`src/rtl/serial_sched_defs.sv`:
```
// -----------------------------------------------------------------------------
// serial_sched_defs
//   Shared definitions for the serial transmitter scheduler and its
//   round-robin arbiter.
//   Contents:
//     sched_state_e : 2-bit scheduler state encoding
//     TIMER_W       : width of the acknowledge timeout counter (covers 1..255)
//     clog2()       : ceiling log2, usable in constant expressions
// -----------------------------------------------------------------------------
package serial_sched_defs;

    typedef enum logic [1:0] {
        ST_IDLE      = 2'd0,
        ST_ISSUE     = 2'd1,
        ST_WAIT_ACK  = 2'd2,
        ST_WAIT_DONE = 2'd3
    } sched_state_e;

    localparam int TIMER_W = 8;

    // Smallest r with 2**r >= value. Returns 0 for value <= 1, so callers
    // that need a non-zero index width clamp the result to 1 themselves.
    function automatic int clog2(input int value);
        int result;
        result = 0;
        for (int i = 0; i < 31; i++) begin
            if ((1 << i) < value) begin
                result = i + 1;
            end
        end
        return result;
    endfunction

endpackage

```
`src/rtl/rr_arbiter.sv`:
```
// -----------------------------------------------------------------------------
// rr_arbiter
//   Combinational round-robin pick. The search starts at last_grant_i + 1
//   (mod N) and takes the first requester whose request bit is set, so the
//   most recently served requester has the lowest priority.
//   Ports:
//     req_i        in  N    request vector
//     last_grant_i in  IDW  index of the previously served requester (< N)
//     grant_o      out N    one-hot winner, all zero when req_i is zero
//     grant_idx_o  out IDW  index of the winner, zero when req_i is zero
// -----------------------------------------------------------------------------
module rr_arbiter
    import serial_sched_defs::*;
#(
    parameter  int N   = 4,
    localparam int IDW = (clog2(N) < 1) ? 1 : clog2(N)
) (
    input  logic [N-1:0]   req_i,
    input  logic [IDW-1:0] last_grant_i,
    output logic [N-1:0]   grant_o,
    output logic [IDW-1:0] grant_idx_o
);

    // cand[k] is the requester examined at search offset k+1 from last grant;
    // hit[k] tells whether that requester is asking.
    logic [IDW-1:0] cand [N];
    logic [N-1:0]   hit;

    for (genvar gi = 0; gi < N; gi++) begin : g_cand
        // One extra bit so last_grant + offset (at most 2N-1) cannot wrap.
        logic [IDW:0] sum;
        assign sum         = {1'b0, last_grant_i} + (IDW+1)'(gi + 1);
        assign cand[gi]    = (sum >= (IDW+1)'(N)) ? IDW'(sum - (IDW+1)'(N))
                                                  : sum[IDW-1:0];
        assign hit[gi]     = req_i[cand[gi]];
    end

    // Walk offsets from farthest to nearest so the nearest hit is the one
    // left standing.
    always_comb begin
        grant_o     = '0;
        grant_idx_o = '0;
        for (int i = N - 1; i >= 0; i--) begin
            if (hit[i]) begin
                grant_o          = '0;
                grant_o[cand[i]] = 1'b1;
                grant_idx_o      = cand[i];
            end
        end
    end

endmodule

```
`src/rtl/serial_tx_scheduler.sv`:
```
// -----------------------------------------------------------------------------
// serial_tx_scheduler
//   Shares one serial transmitter among N byte producers. In IDLE, with the
//   transmitter not busy, one requester is chosen round-robin, its word is
//   accepted with a one-cycle ready pulse and latched. The following cycle
//   strobes the transmitter, then the block waits for busy to rise
//   (acknowledge) and fall (frame end). If busy does not rise within
//   ACK_TIMEOUT cycles of the strobe, ack_err pulses and the word is dropped.
//   Ports:
//     clk        in   1        rising-edge clock
//     rst        in   1        synchronous active-high reset
//     req_valid  in   N        per-requester word available
//     req_data   in   N*WIDTH  requester i word at [i*WIDTH +: WIDTH]
//     req_ready  out  N        one-hot acceptance pulse
//     tx_ce      out  1        one-cycle start strobe to the transmitter
//     tx_data    out  WIDTH    word to transmit, stable for the whole frame
//     tx_busy    in   1        transmitter busy flag
//     grant_id   out  IDW      requester owning the current/last frame
//     active     out  1        high while a frame is owned
//     ack_err    out  1        one-cycle pulse on acknowledge timeout
// -----------------------------------------------------------------------------
module serial_tx_scheduler
    import serial_sched_defs::*;
#(
    parameter  int WIDTH       = 8,
    parameter  int N           = 4,
    parameter  int ACK_TIMEOUT = 15,
    localparam int IDW         = (clog2(N) < 1) ? 1 : clog2(N)
) (
    input  logic                 clk,
    input  logic                 rst,
    input  logic [N-1:0]         req_valid,
    input  logic [N*WIDTH-1:0]   req_data,
    output logic [N-1:0]         req_ready,
    output logic                 tx_ce,
    output logic [WIDTH-1:0]     tx_data,
    input  logic                 tx_busy,
    output logic [IDW-1:0]       grant_id,
    output logic                 active,
    output logic                 ack_err
);

    // ------------------------------------------------------------------
    // State and datapath registers
    // ------------------------------------------------------------------
    sched_state_e       state_q,      state_d;
    logic [WIDTH-1:0]   tx_data_q,    tx_data_d;
    logic [IDW-1:0]     grant_id_q,   grant_id_d;
    logic [IDW-1:0]     last_grant_q, last_grant_d;
    logic [TIMER_W-1:0] timer_q,      timer_d;

    // ------------------------------------------------------------------
    // Requester word slices
    // ------------------------------------------------------------------
    logic [WIDTH-1:0] data_arr [N];

    for (genvar gi = 0; gi < N; gi++) begin : g_slice
        assign data_arr[gi] = req_data[gi*WIDTH +: WIDTH];
    end

    // ------------------------------------------------------------------
    // Round-robin pick
    // ------------------------------------------------------------------
    logic [N-1:0]   arb_grant;
    logic [IDW-1:0] arb_idx;

    rr_arbiter #(
        .N (N)
    ) u_arb (
        .req_i        (req_valid),
        .last_grant_i (last_grant_q),
        .grant_o      (arb_grant),
        .grant_idx_o  (arb_idx)
    );

    // A new frame may only start when the transmitter is idle; this also
    // covers a frame left running by a reset in the middle of it.
    logic can_grant;
    assign can_grant = (state_q == ST_IDLE) && !tx_busy && (|req_valid);

    // Timer reads 1 in the last WAIT_ACK cycle allowed; busy still wins there.
    logic timeout_hit;
    assign timeout_hit = (state_q == ST_WAIT_ACK) && !tx_busy &&
                         (timer_q == TIMER_W'(1));

    // ------------------------------------------------------------------
    // State register
    // ------------------------------------------------------------------
    always_ff @(posedge clk) begin
        if (rst) begin
            state_q      <= ST_IDLE;
            tx_data_q    <= '0;
            grant_id_q   <= '0;
            last_grant_q <= IDW'(N - 1);
            timer_q      <= '0;
        end else begin
            state_q      <= state_d;
            tx_data_q    <= tx_data_d;
            grant_id_q   <= grant_id_d;
            last_grant_q <= last_grant_d;
            timer_q      <= timer_d;
        end
    end

    // ------------------------------------------------------------------
    // Next-state logic
    // ------------------------------------------------------------------
    always_comb begin
        state_d      = state_q;
        tx_data_d    = tx_data_q;
        grant_id_d   = grant_id_q;
        last_grant_d = last_grant_q;
        timer_d      = timer_q;

        case (state_q)
            ST_IDLE: begin
                if (can_grant) begin
                    state_d    = ST_ISSUE;
                    tx_data_d  = data_arr[arb_idx];
                    grant_id_d = arb_idx;
                end
            end

            ST_ISSUE: begin
                // Busy is deliberately not looked at here: even if it is
                // already high, acknowledge is taken in WAIT_ACK.
                timer_d = TIMER_W'(ACK_TIMEOUT);
                state_d = ST_WAIT_ACK;
            end

            ST_WAIT_ACK: begin
                if (tx_busy) begin
                    state_d = ST_WAIT_DONE;
                end else if (timeout_hit) begin
                    // Word is dropped; the requester still counts as served.
                    state_d      = ST_IDLE;
                    last_grant_d = grant_id_q;
                    timer_d      = '0;
                end else begin
                    timer_d = timer_q - TIMER_W'(1);
                end
            end

            ST_WAIT_DONE: begin
                if (!tx_busy) begin
                    state_d      = ST_IDLE;
                    last_grant_d = grant_id_q;
                end
            end

            default: begin
                state_d = ST_IDLE;
            end
        endcase
    end

    // ------------------------------------------------------------------
    // Outputs
    // ------------------------------------------------------------------
    always_comb begin
        req_ready = '0;
        // Gated by rst so no word is taken in a cycle whose state update
        // is overridden by reset.
        if (can_grant && !rst) begin
            req_ready = arb_grant;
        end
        tx_ce    = (state_q == ST_ISSUE);
        active   = (state_q != ST_IDLE);
        ack_err  = timeout_hit;
        tx_data  = tx_data_q;
        grant_id = grant_id_q;
    end

endmodule

```
`config.mk`:
```
export PLATFORM = sky130hd
export DESIGN_NAME = serial_tx_scheduler
export DESIGN_NICKNAME = d
export VERILOG_FILES = /design/src/rtl/serial_sched_defs.sv /design/src/rtl/rr_arbiter.sv /design/src/rtl/serial_tx_scheduler.sv
export SDC_FILE = /design/constraint.sdc
export NUM_CORES = 1
export LEC_CHECK = 0
export BUFFER_PORTS_ARGS = -buffer_cell sky130_fd_sc_hd__buf_2
export CORE_UTILIZATION = 46
export CTS_CLUSTER_SIZE = 16
export DETAILED_ROUTE_END_ITERATION = 10
export HOLD_SLACK_MARGIN = 0.03
export PLACE_DENSITY_LB_ADDON = 0.2
export SYNTH_ARGS = -nofsm -noshare
export SYNTH_HDL_FRONTEND = slang
export SYNTH_SLANG_ARGS = --single-unit
```
`constraint.sdc`:
```
create_clock -name clk -period 2.5 [get_ports clk]
set_clock_uncertainty 0.1 [all_clocks]
set_input_delay 0.125 -clock clk [delete_from_list [all_inputs] [get_ports clk]]
set_output_delay 0.125 -clock clk [all_outputs]
set_load 0.005 [all_outputs]
```
==> flow_summary.ini, run 1 <==
[run]
cap_viol_max_count = 0

[yosys]
ys_top_cells_by_area = dfxtp_1, mux2i_1, ha_1, o221ai_1, nand2_1
synth_area_leader_cell = dfxtp_1
synthDistinctLibCells = 38
netlist_area_um2 = 1670
yosysTopAreaCellShare = 0.263
synth_common_cells = dfxtp_1, nand2_1, nor2_1
syn_nets = 253
synthFlopType = dfxtp_1
async_reset_ff_frac = 0
ys_seq_area_frac = 0.263
yosys_warnings = 0
syn_inst = 205
synth_edf_count = 0
synth.avg_cell_area_um2 = 8.15
post-synth-top-count-cell = dfxtp_1
ys_seq_elements = 22

[sta]
finalHoldViolations = 0
fin_ws_ns = -0.0304
finalCriticalPeriod_ns = 2.53
drv_slew = 0
fmax_mhz = 395
tightest_slew_ns = 0.606
relSlewSlack = 0.593
rsz0062_at_grt = yes
period_share = 1.01
setup_viol = 1

[min_path]
holdPathStages = 3
hp-class = input pin to flop
min_from = req_data[28]
hold_path_end = tx_data[4]

[clocking]
clockBufferDepth = 2
clk_pin_slew_ns = 0.13
clock_sinks = 22
tritoncts = yes
htree_num_levels = 1
cts_buffers = 3
clk_latency_ns = 0.31
cts_root_buf = clkbuf_4

[floorplan]
die_y_um = 62.3
io_pins = 56
initial_core_util = 0.489
dieArea_um2 = 3880
rows = 21
dieWidth_um = 62.3
core_um2 = 3420

[setup_path]
crit_arrival_ns = 2.31
r2r.worst_path.cells = 9
crit_start = last_grant_q[0]
required_ns = 2.28
end_kind = output pin
worstPathMaxFanout = 7
reg2reg_from = last_grant_q[1]
r2r_end = tx_data[3]
crit_path_start_kind = flop
r2r_slack_ns = 0.24
crit_type = flop to output pin

[global_route]
grt_pass1_wl_um = 8070
grt_pass1_vias = 1725
antenna_found_initial = 0
grt_overflow = 0
grt_max_degree = 23
track_usage = 0.253

[detailed_routing]
wl_um = 4750
drt_iter0_markers = 72
dr_total_vias = 1835
avgRoutedWirePerCell_um = 14.2
detail-route-antenna-nets = 0
first_pass_iters = 4
drc = 0
avgViaCountPerCell = 5.48

[place]
finalWeightedCongestion = 0.819
io_buffers = 55
dpl.hpwl_um = 3040
dpl.cell_count = 300

[pwr]
power_frac_seq = 0.391
p_int_w = 0.000726
leakage_nw = 1.07
pwr-share-clk = 0.263
swShare = 0.310
p_per_area_nw_per_um2 = 445
p_comb_frac = 0.346
max-vdd-ir-drop_uv = 471
power.switching_w = 0.000326

[finish]
area_delta_synth_final_pct = 41.3
drive_gt1_frac = 0.304
antenna_cells = 0
final_core_utilization = 0.692
layout.nets = 338
layout.cells.non_filler = 335
nFillCells = 295

[status]
status = finished with violations
failed_checks = setup timing
-- logic make-up (layout without fill, tap and decap cells) --
family,after synthesis,count (layout),share of synthesized area
simple gates,81,81,0.248
compound gates,56,56,0.249
flops,22,22,0.263
mux,19,19,0.121
buf+inv,18,102,0.0516
fa+ha+maj,9,9,0.0674
-- per-layer routing --
metal,GRT usage,part of all wire,vias up
li1,-,-,926
met2,0.440,0.47,76
met3,0.0515,0.066,6
met5,0,0,-
met1,0.330,0.45,827
met4,0.0291,0.013,0
-- area by class of cell --
cell class	instances	area, um^2	share of cell area
Multi-Input combinational cell	165	1170	0.495
Clock inverter	1	30.0	0.0127
Tap cell	46	57.6	0.0244
Clock buffer	3	22.5	0.00953
Sequential cell	22	445	0.189
Timing Repair Buffer	91	609	0.258
Inverter	7	28.8	0.0122
-- power groups by stage --
stage | Sequential (W) | Combinational [W] | Clock [W]
2_1_floorplan | 0.000413 | 0.000213 | 0
4_1_cts | 0.000410 | 0.000343 | 0.000282
3_3_place_gp | 0.000417 | 0.000310 | 0
3_5_place_dp | 0.000417 | 0.000315 | 0
5_1_grt | 0.000417 | 0.000404 | 0.000301
6_report | 0.000411 | 0.000364 | 0.000276
-- critical path, stage by stage (launching register included) --
cell      delay (ns)
dfxtp_4         0.39
inv_4           0.04
ha_4            0.29
mux4_2          0.34
a311oi_4        0.35
a221oi_1        0.16
o31ai_2         0.26
buf_2           0.15
-- sequential cells by signal, indices dropped and copies added, names as in the netlist --
register / cells
tx_data: 8
last_grant_q: 2
grant_id: 2
state_q: 2
timer_q: 8
-- stage by stage --
step | cell area (um^2) | worst slack, ns | TNS, ns | hold WS [ns] | power [W]
after floorplan | 1670 | 0.0342 | 0 | 0.173 | 0.000627
after global placement | 1990 | 0.197 | 0 | 0.316 | 0.000728
after detailed placement | 1990 | 0.135 | 0 | 0.318 | 0.000733
after CTS | 2260 | 0.00161 | 0 | 0.0304 | 0.00104
after global routing | 2360 | -0.128 | -0.426 | 0.0345 | 0.00112
final | 2360 | -0.0304 | -0.0304 | 0.0333 | 0.00105
-- cells in the final DEF, fill, tap and decap left out, types with 2 or more instances in the layout --
| master | Yosys | layout |
|---|---|---|
| buf_2 | 3 | 56 |
| nand2_1 | 21 | 21 |
| dfxtp_1 | 22 | 20 |
| dlygate4sd3_1 | 0 | 20 |
| nor2_1 | 19 | 19 |
| mux2i_1 | 18 | 18 |
| buf_4 | 2 | 13 |
| a21oi_1 | 11 | 11 |
| o221ai_1 | 11 | 11 |
| nand2b_1 | 9 | 9 |
| nor2b_1 | 9 | 9 |
| o21ai_0 | 10 | 9 |
| nand3b_1 | 8 | 8 |
| ha_1 | 9 | 8 |
| inv_1 | 7 | 5 |
| a31oi_1 | 4 | 4 |
| nor3_1 | 4 | 4 |
| o31ai_1 | 5 | 4 |
| a221oi_1 | 4 | 3 |
| clkbuf_4 | 0 | 3 |
| or2_2 | 2 | 2 |
| and2b_1 | 2 | 2 |
| o31ai_2 | 1 | 2 |
| o2bb2ai_1 | 2 | 2 |
| a211o_1 | 2 | 2 |
| a311oi_1 | 2 | 2 |
-- worst max-delay path by stage --
stage / slack [ns] / endpoint
after floorplan: 0.03 / tx_data[0]
after global routing: -0.13 / req_ready[2]
after CTS: 0.002 / req_ready[1]
after global placement: 0.20 / req_ready[1]
final: -0.03 / req_ready[2]
after detailed placement: 0.13 / req_ready[0]
-- timing repair --
item                                   CTS  global route
hold buffers                            19             1
endpoints found under the hold margin    8             1
setup buffers                            1             9
cloned                                   0             1
resized for setup                        2            10
pin swaps                                1             5
setup endpoints to repair                4             4
Note: power is estimated with default switching activity, not from simulation.
==> run 2, diff against run 1 <==
- CELL_PAD_IN_SITES_DETAIL_PLACEMENT: not set -> 0
- CELL_PAD_IN_SITES_GLOBAL_PLACEMENT: not set -> 1
- CORE_UTILIZATION: 46 -> 34
- CTS_BUF_LIST: not set -> sky130_fd_sc_hd__clkbuf_8
==> run 2 against run 1 <==
The run now ends clean. Setup slack gained 0.13 ns. Clock-buffer cell count is the same. Global-route usage shrank 9.1 points. Non-clock buffer count shrank 25. First-iteration DRC count shrank 9.7%. Cell area shrank 7.8%. Clock power grew 20%. Die area grew 34%. Critical path type unchanged. Critical endpoint is now req_ready[1]. Largest power group unchanged.
==> flow_summary.ini, run 2 (synthesis results as in run 1) <==
[global_route]
grt_max_degree = 23
antenna_found_initial = 0
track_usage = 0.162
grt_overflow = 0
grt_pass1_wl_um = 6770
grt_pass1_vias = 1490

[detailed_routing]
avgViaCountPerCell = 5.05
first_pass_iters = 4
detail-route-antenna-nets = 0
dr_total_vias = 1672
drc = 0
avgRoutedWirePerCell_um = 12.7
wl_um = 4200
drt_iter0_markers = 65

[min_path]
holdPathStages = 3
hp-class = input pin to flop

[sta]
tightest_slew_ns = 0.636
finalHoldViolations = 0
drv_slew = 0
finalCriticalPeriod_ns = 2.40
relSlewSlack = 0.574
fin_ws_ns = 0.0989
period_share = 0.960
setup_viol = 0
hold_ws_ns = 0.0442
fmax_mhz = 416

[place]
finalWeightedCongestion = 0.832
place_ws_ns = 0.121
dpl.hpwl_um = 3060
io_buffers = 55

[finish]
area_delta_synth_final_pct = 30.2
antenna_cells = 0
final_cell_mix = buf_2, dfxtp_1, nand2_1, nor2_1, mux2i_1
layout.nets = 313
final_common_cell = buf_2
drive_gt1_frac = 0.318

[clocking]
clk_latency_ns = 0.26
htree_num_levels = 1
clockBufferDepth = 2
clock_sinks = 22
tritoncts = yes
cts_root_buf = clkbuf_8
cts_buffers = 3
clk_pin_slew_ns = 0.08

[setup_path]
crit_arrival_ns = 2.18
crit_path_start_kind = flop
end_kind = output pin
required_ns = 2.28
crit_type = flop to output pin
worstPathMaxFanout = 8
r2r.worst_path.cells = 10

[status]
status = finished, final reports clean

[pwr]
p_per_area_nw_per_um2 = 494
leakage_nw = 0.978
max-vdd-ir-drop_uv = 425

[floorplan]
dieArea_um2 = 5200
die_y_um = 72.1
rows = 25
io_pins = 56
core_um2 = 4720
initial_core_util = 0.354
dieWidth_um = 72.1

[run]
cap_viol_max_count = 0
run 2: changes by cell type in the layout (fill, tap and decap cells not counted), sizes merged:
cell,previous run,this run
buf,71,66
dlygate4sd3,20,0
run 2: per-layer routing:
layer  vias up  share of wire  track usage
li1        872              -            -
met1       754           0.50        0.215
met2        42           0.46        0.271
met3         4          0.041       0.0319
met4         0         0.0064       0.0392
met5         -              0            0
run 2: per-stage QoR:
stage / power, W / area (um^2) / instances / TNS [ns] / utilization
final: 0.00108 / 2180 / 331 / 0 / 0.461
after global routing: 0.00114 / 2180 / 331 / -0.0316 / 0.461
after detailed placement: 0.000735 / 2030 / 321 / 0 / 0.429
after floorplan: 0.000627 / 1670 / 205 / 0 / -
after CTS: 0.00107 / 2120 / 326 / 0 / 0.448
after global placement: 0.000738 / 2030 / 321 / 0 / 0.429
run 2: area by class of cell:
type                    instances  area [um^2]
clock buffers                   3         41.3
clock inverters                 1         30.0
fillers                       491         2550
inverters                       7         26.3
multi-input cells             165         1180
flip-flops and latches         22          442
well taps                      67         83.8
repair buffers                 66          374
run 2: final timing paths:
path | from | endpoint | slack (ns)
worst max register to register | last_grant_q[0] | tx_data[6] | 0.29
worst max-delay path | last_grant_q[0] | req_ready[1] | 0.1
worst min register to register | timer_q[6] | timer_q[6] | 0.39
worst min-delay path | tx_busy | state_q[0] | 0.04
run 2: timing repair:
action | 4_1_cts | 5_1_grt
hold endpoints to repair | 0 | 0
hold buffers | 0 | 0
resized for setup | 2 | 8
endpoints found under the setup margin | 4 | 4
setup buffers | 1 | 5
pin swaps | 0 | 3
run 2: critical path, cell delays in order (launching register included):
cell	delay, ns
dfxtp_2	0.35
inv_2	0.06
ha_4	0.31
mux4_2	0.35
a311oi_4	0.30
a221oi_1	0.15
o31ai_1	0.25
buf_2	0.16
run 2: where the power goes:
part	switching, W	internal, W	total (W)
Sequential	0.0000268	0.000383	0.000410
Clock	0.000118	0.000214	0.000332
Combinational	0.000177	0.000157	0.000334
Total	0.000321	0.000754	0.00108
